--- src/rtl/traffic_ctrl_multi_if.sv ---
// ============================================================================
// Module      : traffic_ctrl_multi_if
// Description : Control and status bundle of the two-road intersection
//               controller (enable/flash/pedestrian in, lamps/countdown out).
// Revision    : 1.0 - initial release
// ============================================================================
`default_nettype none

interface traffic_ctrl_multi_if;
   logic       i_en;
   logic       i_flash;
   logic       i_ped_req;
   logic [2:0] o_ns_light;
   logic [2:0] o_ew_light;
   logic [2:0] o_state;
   logic [6:0] o_remain;
   logic [7:0] o_remain_bcd;
   logic       o_tick;
   logic       o_ped_ack;

   modport slave (
      input  i_en, i_flash, i_ped_req,
      output o_ns_light, o_ew_light, o_state, o_remain, o_remain_bcd,
             o_tick, o_ped_ack
   );

   modport master (
      output i_en, i_flash, i_ped_req,
      input  o_ns_light, o_ew_light, o_state, o_remain, o_remain_bcd,
             o_tick, o_ped_ack
   );
endinterface

`default_nettype wire

--- src/rtl/traffic_ctrl_multi.sv ---
// ============================================================================
// Module      : traffic_ctrl_multi
// Description : Six-phase NS/EW intersection controller with all-red
//               clearance, pedestrian green shortening and night flash mode.
// Revision    : 1.0 - initial release
// ============================================================================
`default_nettype none

module traffic_ctrl_multi #(
   parameter int F_CLK     = 50_000_000,
   parameter int F_TICK    = 1,
   parameter int T_GREEN   = 30,
   parameter int T_YELLOW  = 5,
   parameter int T_ALLRED  = 2,
   parameter int T_PED_MIN = 5
) (
   input  logic                 i_clk,
   input  logic                 i_rst,
   traffic_ctrl_multi_if.slave  bus
);

   localparam int DIV = F_CLK / F_TICK;
   localparam int PW  = (DIV > 1) ? $clog2(DIV) : 1;

   localparam logic [PW-1:0] c_PCNT_MAX  = PW'(DIV - 1);
   localparam logic [6:0]    c_T_GREEN   = 7'(T_GREEN);
   localparam logic [6:0]    c_T_YELLOW  = 7'(T_YELLOW);
   localparam logic [6:0]    c_T_ALLRED  = 7'(T_ALLRED);
   localparam logic [6:0]    c_T_PED_MIN = 7'(T_PED_MIN);

   localparam logic [2:0] c_NS_G  = 3'd0;
   localparam logic [2:0] c_NS_Y  = 3'd1;
   localparam logic [2:0] c_AR1   = 3'd2;
   localparam logic [2:0] c_EW_G  = 3'd3;
   localparam logic [2:0] c_EW_Y  = 3'd4;
   localparam logic [2:0] c_AR2   = 3'd5;
   localparam logic [2:0] c_FLASH = 3'd6;

   generate
      if (DIV < 2 || T_GREEN < 1 || T_GREEN > 99 || T_YELLOW < 1 || T_YELLOW > 99 ||
          T_ALLRED < 1 || T_ALLRED > 99 || T_PED_MIN < 1 || T_PED_MIN > T_GREEN - 1) begin : g_param_err
         $error("traffic_ctrl_multi: parameter out of range");
      end
   endgenerate

   function automatic logic [6:0] phase_dur(input logic [2:0] s);
      case (s)
         c_NS_G, c_EW_G: phase_dur = c_T_GREEN;
         c_NS_Y, c_EW_Y: phase_dur = c_T_YELLOW;
         default:        phase_dur = c_T_ALLRED;
      endcase
   endfunction

   // Returns {NS, EW} lamps, each {R,Y,G}.
   function automatic logic [5:0] lamps(input logic [2:0] s, input logic f);
      case (s)
         c_NS_G:  lamps = {3'b001, 3'b100};
         c_NS_Y:  lamps = {3'b010, 3'b100};
         c_EW_G:  lamps = {3'b100, 3'b001};
         c_EW_Y:  lamps = {3'b100, 3'b010};
         c_FLASH: lamps = {1'b0, f, 1'b0, 1'b0, f, 1'b0};
         default: lamps = {3'b100, 3'b100};
      endcase
   endfunction

   logic [2:0]    state_q, state_d;
   logic [6:0]    remain_q, remain_d;
   logic [PW-1:0] pcnt_q, pcnt_d;
   logic          f_q, f_d;
   logic          tick_q, tick_d;
   logic          ack_q, ack_d;
   logic [5:0]    lamp_q;
   logic          w_wrap;
   logic          w_green;

   assign w_wrap  = (pcnt_q == c_PCNT_MAX);
   assign w_green = (state_q == c_NS_G) || (state_q == c_EW_G);

   always_comb begin
      state_d  = state_q;
      remain_d = remain_q;
      pcnt_d   = pcnt_q;
      f_d      = f_q;
      tick_d   = 1'b0;
      ack_d    = 1'b0;
      if (bus.i_en) begin
         pcnt_d = w_wrap ? '0 : pcnt_q + 1'b1;
         tick_d = w_wrap;
         if (bus.i_flash) begin
            if (state_q != c_FLASH) begin
               state_d  = c_FLASH;
               f_d      = 1'b1;
               remain_d = 7'd0;
            end else if (w_wrap) begin
               f_d = ~f_q;
            end
         end else if (state_q == c_FLASH) begin
            state_d  = c_AR2;
            remain_d = c_T_ALLRED;
         end else begin
            ack_d = bus.i_ped_req && w_green;
            // Shortening overrides a coincident tick; an ack without shortening leaves the countdown alone.
            if (bus.i_ped_req && w_green && (remain_q > c_T_PED_MIN)) begin
               remain_d = c_T_PED_MIN;
            end else if (w_wrap) begin
               if (remain_q > 7'd1) begin
                  remain_d = remain_q - 7'd1;
               end else begin
                  state_d  = (state_q == c_AR2) ? c_NS_G : state_q + 3'd1;
                  remain_d = phase_dur(state_d);
               end
            end
         end
      end
   end

   always_ff @(posedge i_clk) begin
      if (i_rst) begin
         state_q  <= c_NS_G;
         remain_q <= c_T_GREEN;
         pcnt_q   <= '0;
         f_q      <= 1'b1;
         tick_q   <= 1'b0;
         ack_q    <= 1'b0;
         lamp_q   <= {3'b001, 3'b100};
      end else begin
         state_q  <= state_d;
         remain_q <= remain_d;
         pcnt_q   <= pcnt_d;
         f_q      <= f_d;
         tick_q   <= tick_d;
         ack_q    <= ack_d;
         lamp_q   <= lamps(state_d, f_d);
      end
   end

   assign bus.o_state      = state_q;
   assign bus.o_remain     = remain_q;
   assign bus.o_ns_light   = lamp_q[5:3];
   assign bus.o_ew_light   = lamp_q[2:0];
   assign bus.o_tick       = tick_q;
   assign bus.o_ped_ack    = ack_q;
   assign bus.o_remain_bcd = {4'(remain_q / 7'd10), 4'(remain_q % 7'd10)};

endmodule

`default_nettype wire

--- src/flat_wrapper.sv ---
// flat-port wrapper written by rule: the top's interface ports become plain ports
module traffic_ctrl_multi_flat 
#(
   parameter int F_CLK     = 50_000_000,
   parameter int F_TICK    = 1,
   parameter int T_GREEN   = 30,
   parameter int T_YELLOW  = 5,
   parameter int T_ALLRED  = 2,
   parameter int T_PED_MIN = 5
)
  (i_clk, i_rst, bus_i_en, bus_i_flash, bus_i_ped_req, bus_o_ns_light, bus_o_ew_light, bus_o_state, bus_o_remain, bus_o_remain_bcd, bus_o_tick, bus_o_ped_ack);
  traffic_ctrl_multi_if bus_i ();
  input  logic i_clk;
  input  logic i_rst;
  input wire logic [$bits(bus_i.i_en)-1:0] bus_i_en;
  input wire logic [$bits(bus_i.i_flash)-1:0] bus_i_flash;
  input wire logic [$bits(bus_i.i_ped_req)-1:0] bus_i_ped_req;
  output wire logic [$bits(bus_i.o_ns_light)-1:0] bus_o_ns_light;
  output wire logic [$bits(bus_i.o_ew_light)-1:0] bus_o_ew_light;
  output wire logic [$bits(bus_i.o_state)-1:0] bus_o_state;
  output wire logic [$bits(bus_i.o_remain)-1:0] bus_o_remain;
  output wire logic [$bits(bus_i.o_remain_bcd)-1:0] bus_o_remain_bcd;
  output wire logic [$bits(bus_i.o_tick)-1:0] bus_o_tick;
  output wire logic [$bits(bus_i.o_ped_ack)-1:0] bus_o_ped_ack;
  assign bus_i.i_en = bus_i_en;
  assign bus_i.i_flash = bus_i_flash;
  assign bus_i.i_ped_req = bus_i_ped_req;
  assign bus_o_ns_light = bus_i.o_ns_light;
  assign bus_o_ew_light = bus_i.o_ew_light;
  assign bus_o_state = bus_i.o_state;
  assign bus_o_remain = bus_i.o_remain;
  assign bus_o_remain_bcd = bus_i.o_remain_bcd;
  assign bus_o_tick = bus_i.o_tick;
  assign bus_o_ped_ack = bus_i.o_ped_ack;
  traffic_ctrl_multi #(.F_CLK(F_CLK), .F_TICK(F_TICK), .T_GREEN(T_GREEN), .T_YELLOW(T_YELLOW), .T_ALLRED(T_ALLRED), .T_PED_MIN(T_PED_MIN)) u_core (.i_clk(i_clk), .i_rst(i_rst), .bus(bus_i));
endmodule
--- config.mk ---
export PLATFORM = sky130hd
export DESIGN_NAME = traffic_ctrl_multi_flat
export DESIGN_NICKNAME = d
export VERILOG_FILES = /design/src/rtl/traffic_ctrl_multi_if.sv /design/src/rtl/traffic_ctrl_multi.sv /design/src/flat_wrapper.sv
export SDC_FILE = /design/constraint.sdc
export NUM_CORES = 1
export LEC_CHECK = 0
export BUFFER_PORTS_ARGS = -buffer_cell sky130_fd_sc_hd__buf_2
export CORE_ASPECT_RATIO = 0.5
export CORE_MARGIN = 1.5
export CORE_UTILIZATION = 45
export CTS_BUF_LIST = sky130_fd_sc_hd__clkbuf_4 sky130_fd_sc_hd__clkbuf_8
export CTS_CLUSTER_DIAMETER = 80
export DETAILED_ROUTE_END_ITERATION = 8
export PLACE_DENSITY = 0.63
export SETUP_SLACK_MARGIN = 0.5
export SLEW_MARGIN = 10
export SYNTH_ARGS = -nofsm -noshare
export SYNTH_HDL_FRONTEND = slang
export SYNTH_SLANG_ARGS = --single-unit
--- constraint.sdc ---
create_clock -name i_clk -period 4.3 [get_ports i_clk]
set_input_delay 0.645 -clock i_clk [delete_from_list [all_inputs] [get_ports i_clk]]
set_output_delay 0.645 -clock i_clk [all_outputs]
set_load 0.005 [all_outputs]
==> flow_metrics.env, run 1 <==
export IMPL_tightestPinTransition_ps=938
export IMPL_setup_viol=0
export IMPL_cp_start_kind="register"
export IMPL_numCtsBuffers=5
export IMPL_antenna_found_initial=0
export IMPL_r2r_end="u_core.lamp_q[4]$_SDFF_PP0_"
export IMPL_netlist_area_leader_share_pct=32.2
export IMPL_setup_tns_ps=0
export IMPL_status="complete, no violations"
export IMPL_clock_sinks=45
export IMPL_grt_pass1_wl_um=10500
export IMPL_worstSetupPathType="reg -> out"
export IMPL_via_per_inst=5.59
export IMPL_layout_drive_gt1_share_pct=16.1
export IMPL_dr_pass1_iters=4
export IMPL_crit_top_cell="a221oi_1"
export IMPL_reg2reg_depth=8
export IMPL_hpwl_um=4560
export IMPL_grt_total_usage_pct=19.5
export IMPL_cp_max_fo=19
export IMPL_drc=0
export IMPL_area_growth_pct=11.4
export IMPL_ys_ff_latch=45
export IMPL_wl_um=6320
export IMPL_port_buffers=30
export IMPL_vias=2615
export IMPL_path_depth=9
export IMPL_cp_cell_sequence="nor2b_2 -> o22ai_1 -> a221oi_1 -> ha_2 -> and3_1 -> a221oi_1 -> nor4_2 -> mux2i_1 -> buf_2"
export IMPL_synth_warnings=0
export IMPL_htree_num_levels=2
export IMPL_leakagePower_nw=1.17
export IMPL_final_cells=468
export IMPL_die_area_um2=6720
export IMPL_critical_path_top_delay_family="simple AND/OR/NAND/NOR gates"
export IMPL_num_antenna_cells=0
export IMPL_die_h_um=58.7
export IMPL_initial_utilization_pct=46.3
export IMPL_p_total_mw=0.941
export IMPL_crit_reg2reg_launch="u_core.bus.o_remain[4]$_SDFFE_PP1P_"
export IMPL_drtAntennaViolNets=0
export IMPL_power_per_cell_area_nw_per_um2=302
export IMPL_cts_buffer_depth=2
export IMPL_gp_congestion=0.910
export IMPL_period_minus_slack_ps=3630
export IMPL_ys_async_sr_fraction_pct=0
export IMPL_required_ps=3650
export IMPL_synth_common_cells="nor2_1, dfxtp_1, nand2_1"
export IMPL_maxCapViolCount=0
export IMPL_io_pins=31
export IMPL_cp_slowest_stage_delay_ps=450
export IMPL_core_area_um2=6030
export IMPL_slew_limit_headroom_pct=37.4
export IMPL_syn_nets=372
export IMPL_cts_tree="done"
export IMPL_clk_latency_ps=300
export IMPL_ctsHoldBuffers=0
export IMPL_ys_top_cells_by_area="dfxtp_1, nor2_1, xor2_1"
export IMPL_crit_buf_inv=1
export IMPL_hold_ws_ps=538
export IMPL_clock_fmax_ghz=0.276
export IMPL_synthesis_area_um2=2800
export IMPL_drv_slew=0
export IMPL_rsz0062_at_grt="no"
export IMPL_cts_root_buf="clkbuf_8"
export IMPL_clkTransAtPathRegs_ps=90
export IMPL_slowest_stage="a221oi_1"
export IMPL_crit_path_end="bus_o_remain_bcd[2]"
export IMPL_synth_top_cell_by_area="dfxtp_1"
export IMPL_cp_data_arrival_time_ps=2980
export IMPL_synth_edf_count=0
export IMPL_grt_max_degree=27
export IMPL_synthCells=360
export IMPL_rows=20
export IMPL_skew_ps=4.76
export IMPL_startpoint="u_core.bus.o_remain[3]$_SDFFE_PP1P_"
export IMPL_hold_path_class="reg -> reg"
export IMPL_critPathCaptureType="primary output"
export IMPL_fin_crit_sh_pct=84.4
export IMPL_drt_first_iter_violations=111
export IMPL_vdd_ir_drop_max_v=0.000112
export IMPL_ys_seq_area_share_pct=32.2
export IMPL_final_nets=391
export IMPL_placed_cells=460
export IMPL_wire_per_inst_um=13.5
export IMPL_synthFlopType="dfxtp_1"
export IMPL_hold_viol=0
export IMPL_die_w_um=114
export IMPL_overflow=0
export IMPL_syn_area_per_cell_um2=7.76
export IMPL_synth_cell_types=59
export IMPL_ff2ff_setup_slack_ps=1360
export IMPL_grt_pass1_vias=2403
export IMPL_synth_most_common_cell="nor2_1"
[flip-flops by register name, summed over array words and instances (netlist names)]
signal and count:
u_core.lamp_q 6, u_core.bus.o_ped_ack 1, u_core.pcnt_q 26, u_core.f_q 1
u_core.bus.o_tick 1, u_core.bus.o_remain 7, u_core.bus.o_state 3
[routing by layer]
metal | global-route usage (%) | vias to the layer above | routed length (um)
met2 | 34.5 | 47 | 2980
met3 | 3.09 | 9 | 196
met5 | 0 | - | 0
met1 | 24.3 | 1246 | 3060
li1 | - | 1313 | -
met4 | 7.68 | 0 | 78
[how the worst min path moves through the flow]
stage                                          endpoint                          start  slack (ps)  cells after the start
after floorplan           u_core.pcnt_q[1]$_SDFFE_PP0P_  u_core.pcnt_q[1]$_SDFFE_PP0P_         490                      2
final                     u_core.pcnt_q[1]$_SDFFE_PP0P_  u_core.pcnt_q[1]$_SDFFE_PP0P_         540                      2
after global routing      u_core.pcnt_q[1]$_SDFFE_PP0P_  u_core.pcnt_q[1]$_SDFFE_PP0P_         600                      2
after global placement    u_core.pcnt_q[1]$_SDFFE_PP0P_  u_core.pcnt_q[1]$_SDFFE_PP0P_         500                      2
after detailed placement  u_core.pcnt_q[1]$_SDFFE_PP0P_  u_core.pcnt_q[1]$_SDFFE_PP0P_         520                      2
after CTS                 u_core.pcnt_q[1]$_SDFFE_PP0P_  u_core.pcnt_q[1]$_SDFFE_PP0P_         540                      2
[power breakdown]
| part | switching (mW) | internal, mW | total (mW) |
|---|---|---|---|
| clock network | 0.148 | 0.196 | 0.344 |
| logic | 0.0860 | 0.0678 | 0.154 |
| registers | 0.0150 | 0.428 | 0.443 |
| total | 0.249 | 0.691 | 0.941 |
[worst reg2reg max path, delay by kind of cell (launching register included)]
kind	cells	cell delay, ps
flip-flops	1	360
AO/OA/AOI/OAI	4	810
buffers and inverters	1	210
AND/OR/NAND/NOR	3	1500
[final cells by class]
type	count	area (um^2)
Fill cell	574	2920
Multi-Input combinational cell	286	1780
Sequential cell	45	903
Timing Repair Buffer	33	173
Tap cell	88	110
Clock buffer	7	90.1
Inverter	8	31.3
Clock inverter	1	30.0
[cell families (layout without fill, tap and decap cells)]
group,Yosys count,count (layout),synth area share (%)
AND/OR/NAND/NOR,176,176,32.7
AO/OA/AOI/OAI,70,70,16.7
flip-flops,45,45,32.2
buffers and inverters,29,49,4.61
XOR/XNOR,28,28,8.77
adder cells (fa/ha/maj),8,8,3.49
multiplexers,4,4,1.48
[through the flow]
| stage | area, um^2 | setup WS, ps | util (%) |
|---|---|---|---|
| finish | 3110 | 671 | 51.6 |
| global placement | 2980 | 562 | 49.4 |
| floorplan | 2800 | 964 | - |
| global route | 3110 | 540 | 51.6 |
| CTS | 3110 | 518 | 51.6 |
| detailed placement | 2980 | 381 | 49.4 |
[cells in the final DEF, fill, tap and decap left out, drive strengths merged, types with 2 or more instances in the layout]
cell type	instances
o22ai	5
or4	3
nand2b	13
o21ai	20
nand3	12
a211oi	2
a21o	3
or2b	2
a221o	2
a32oi	3
or3	4
nor3	15
nor4	3
ha	7
buf	33
nand4	16
inv	7
nor3b	2
clkbuf	7
nor2b	8
o21bai	2
nor4bb	2
xor2	18
a221oi	3
nand2	22
a21oi	17
and4	4
xnor2	10
dfxtp	45
or2	4
mux2i	3
and3	2
and2	4
nor2	57
a22o	2
[timing repair]
item / in CTS / in global routing
buffers inserted: 0 / 0
endpoints found under the setup margin: 4 / 2
pin swaps: 0 / 2
resized for setup: 5 / 1
cloned: 0 / 0
(Power assumes the default switching activity.)
==> run 2, diff against run 1 <==
clock period = 3.6 ns   (was 4.3 ns; I/O delays follow)
==> run 2 against run 1 <==
Compared with the run above:
- worst hold slack lost 5.4 ps
- largest power group unchanged
- count of clock-buffer cells in the layout shrank 2
- sequential power grew 20%
- flip-flop and latch count is the same
- cell area grew 6.1%
==> flow_metrics.env, run 2 (synthesis gave the netlist of run 1 again) <==
export IMPL_largest_register_ffs=26
export IMPL_clock_fmax_ghz=0.318
export IMPL_cp_max_fo=6
export IMPL_clk_latency_ps=300
export IMPL_clock_sinks=45
export IMPL_ctsHoldBuffers=0
export IMPL_worstHoldStart="u_core.bus.o_remain[5]$_SDFFE_PP0P_"
export IMPL_dr_pass1_iters=4
export IMPL_die_w_um=114
export IMPL_cp_cell_sequence="nor2b_4 -> o22ai_2 -> a221oi_2 -> ha_2 -> buf_4 -> and3_4 -> a221oi_2 -> nor4_2 -> buf_4 -> mux2i_1 -> buf_2"
export IMPL_startpoint="u_core.bus.o_remain[5]$_SDFFE_PP0P_"
export IMPL_skew_ps=6.27
export IMPL_crit_reg2reg_launch="u_core.bus.o_remain[4]$_SDFFE_PP1P_"
export IMPL_cts_tree="done"
export IMPL_cts_buffer_depth=2
export IMPL_drc=0
export IMPL_antenna_found_initial=0
export IMPL_critPathCaptureType="primary output"
export IMPL_vias=2643
export IMPL_fin_ws_ps=454
export IMPL_wl_um=6580
export IMPL_clkTransAtPathRegs_ps=80
export IMPL_port_buffers=30
export IMPL_grt_total_usage_pct=19.0
export IMPL_setup_viol=0
export IMPL_final_cells=481
export IMPL_via_per_inst=5.49
export IMPL_multiInputGateArea_um2=1860
export IMPL_drtAntennaViolNets=0
export IMPL_area_growth_pct=18.3
export IMPL_drt_first_iter_violations=213
export IMPL_regArea_um2=912
export IMPL_status="complete, no violations"
export IMPL_layout_commonest_cell="nor2_1"
export IMPL_gp_congestion=0.878
export IMPL_setup_tns_ps=0
export IMPL_grt_max_degree=27
export IMPL_cp_data_arrival_time_ps=2610
export IMPL_wire_per_inst_um=13.7
export IMPL_cp_start_kind="register"
export IMPL_vdd_ir_drop_max_v=0.000139
export IMPL_fin_crit_sh_pct=87.4
export IMPL_rows=20
export IMPL_layout_drive_gt1_share_pct=22.4
export IMPL_numCtsBuffers=5
export IMPL_placed_cells=463
export IMPL_die_area_um2=6720
export IMPL_hold_viol=0
export IMPL_fillers=569
export IMPL_place_area_um2=3010
export IMPL_slowest_stage="dfxtp_4"
export IMPL_grt_pass1_wl_um=10400
export IMPL_maxCapViolCount=0
export IMPL_initial_utilization_pct=46.3
export IMPL_hpwl_um=4450
export IMPL_final_nets=405
export IMPL_leakagePower_nw=1.27
export IMPL_tightestPinTransition_ps=971
export IMPL_final_util_pct=54.8
export IMPL_required_ps=3060
export IMPL_crit_buf_inv=3
export IMPL_p_total_mw=1.11
export IMPL_regMostFlops="u_core.pcnt_q"
export IMPL_rsz0062_at_grt="yes"
export IMPL_slew_limit_headroom_pct=35.2
export IMPL_cp_slowest_stage_delay_ps=380
export IMPL_overflow=0
export IMPL_die_h_um=58.7
export IMPL_design_area_um2=3310
export IMPL_critical_path_top_delay_family="simple AND/OR/NAND/NOR gates"
export IMPL_core_area_um2=6030
export IMPL_htree_num_levels=2
export IMPL_cts_root_buf="clkbuf_8"
export IMPL_pre_cts_ws_ps=431
export IMPL_drv_slew=0
export IMPL_io_pins=31
export IMPL_most_common_layout_cells="nor2_1, dfxtp_1, buf_2"
export IMPL_period_minus_slack_ps=3150
export IMPL_grt_pass1_vias=2298
export IMPL_hold_path_class="reg -> reg"
export IMPL_hold_ws_ps=533
export IMPL_worstSetupPathType="reg -> out"
export IMPL_power_per_cell_area_nw_per_um2=337
export IMPL_num_antenna_cells=0
## run 2: cell types whose count changed in the layout (fill, tap and decap cells not counted), moves of 3 or more
cell	change
buf_4	+11
dfxtp_4	+3
nand2b_1	-3
nand2b_4	+3
## run 2: final cells by class
class                   instances  share of cell area, %
clock buffers                   5                   2.08
clock inverters                 2                   1.06
inverters                       8                  0.946
multi-input cells             286                   56.3
flip-flops and latches         45                   27.6
well taps                      88                   3.33
repair buffers                 47                   8.67
## run 2: path summary, 6_finish.rpt
kind | to | slack (ps) | cells past startpoint
hold / removal | u_core.bus.o_remain[5]$_SDFFE_PP0P_ | 530 | 2
setup reg to reg | u_core.lamp_q[4]$_SDFF_PP0_ | 640 | 8
hold reg to reg | u_core.bus.o_remain[5]$_SDFFE_PP0P_ | 530 | 2
setup / recovery | bus_o_remain_bcd[2] | 450 | 11
## run 2: layer usage
layer / share of wire [%] / global-route usage, % / vias to the layer above / wire [um]
met2: 49 / 33.4 / 52 / 3210
met4: 1.1 / 5.89 / 0 / 70
li1: - / - / 1337 / -
met5: 0 / 0 / - / 0
met3: 3.5 / 3.40 / 9 / 233
met1: 46 / 24.3 / 1245 / 3060
## run 2: repair_timing
| item | 4_1_cts | 5_1_grt |
|---|---|---|
| gates cloned | 0 | 1 |
| endpoints found under the hold margin | 0 | 0 |
| setup endpoints to repair | 4 | 4 |
| buffers inserted | 3 | 7 |
| resized for setup | 14 | 12 |
| pin swaps | 3 | 6 |
## run 2: power by group
group / internal [mW] / switching, mW
combinational: 0.100 / 0.112
clock: 0.202 / 0.169
sequential: 0.510 / 0.0199
total: 0.812 / 0.301
## run 2: worst register-to-register path, stage by stage (launching register included)
cell and delay, ps:
dfxtp_1 350, buf_4 220, or4_4 550, or3_4 430
o41a_1 360, a211oi_2 270, o21ai_2 130, or4_4 520
o21ai_2 70
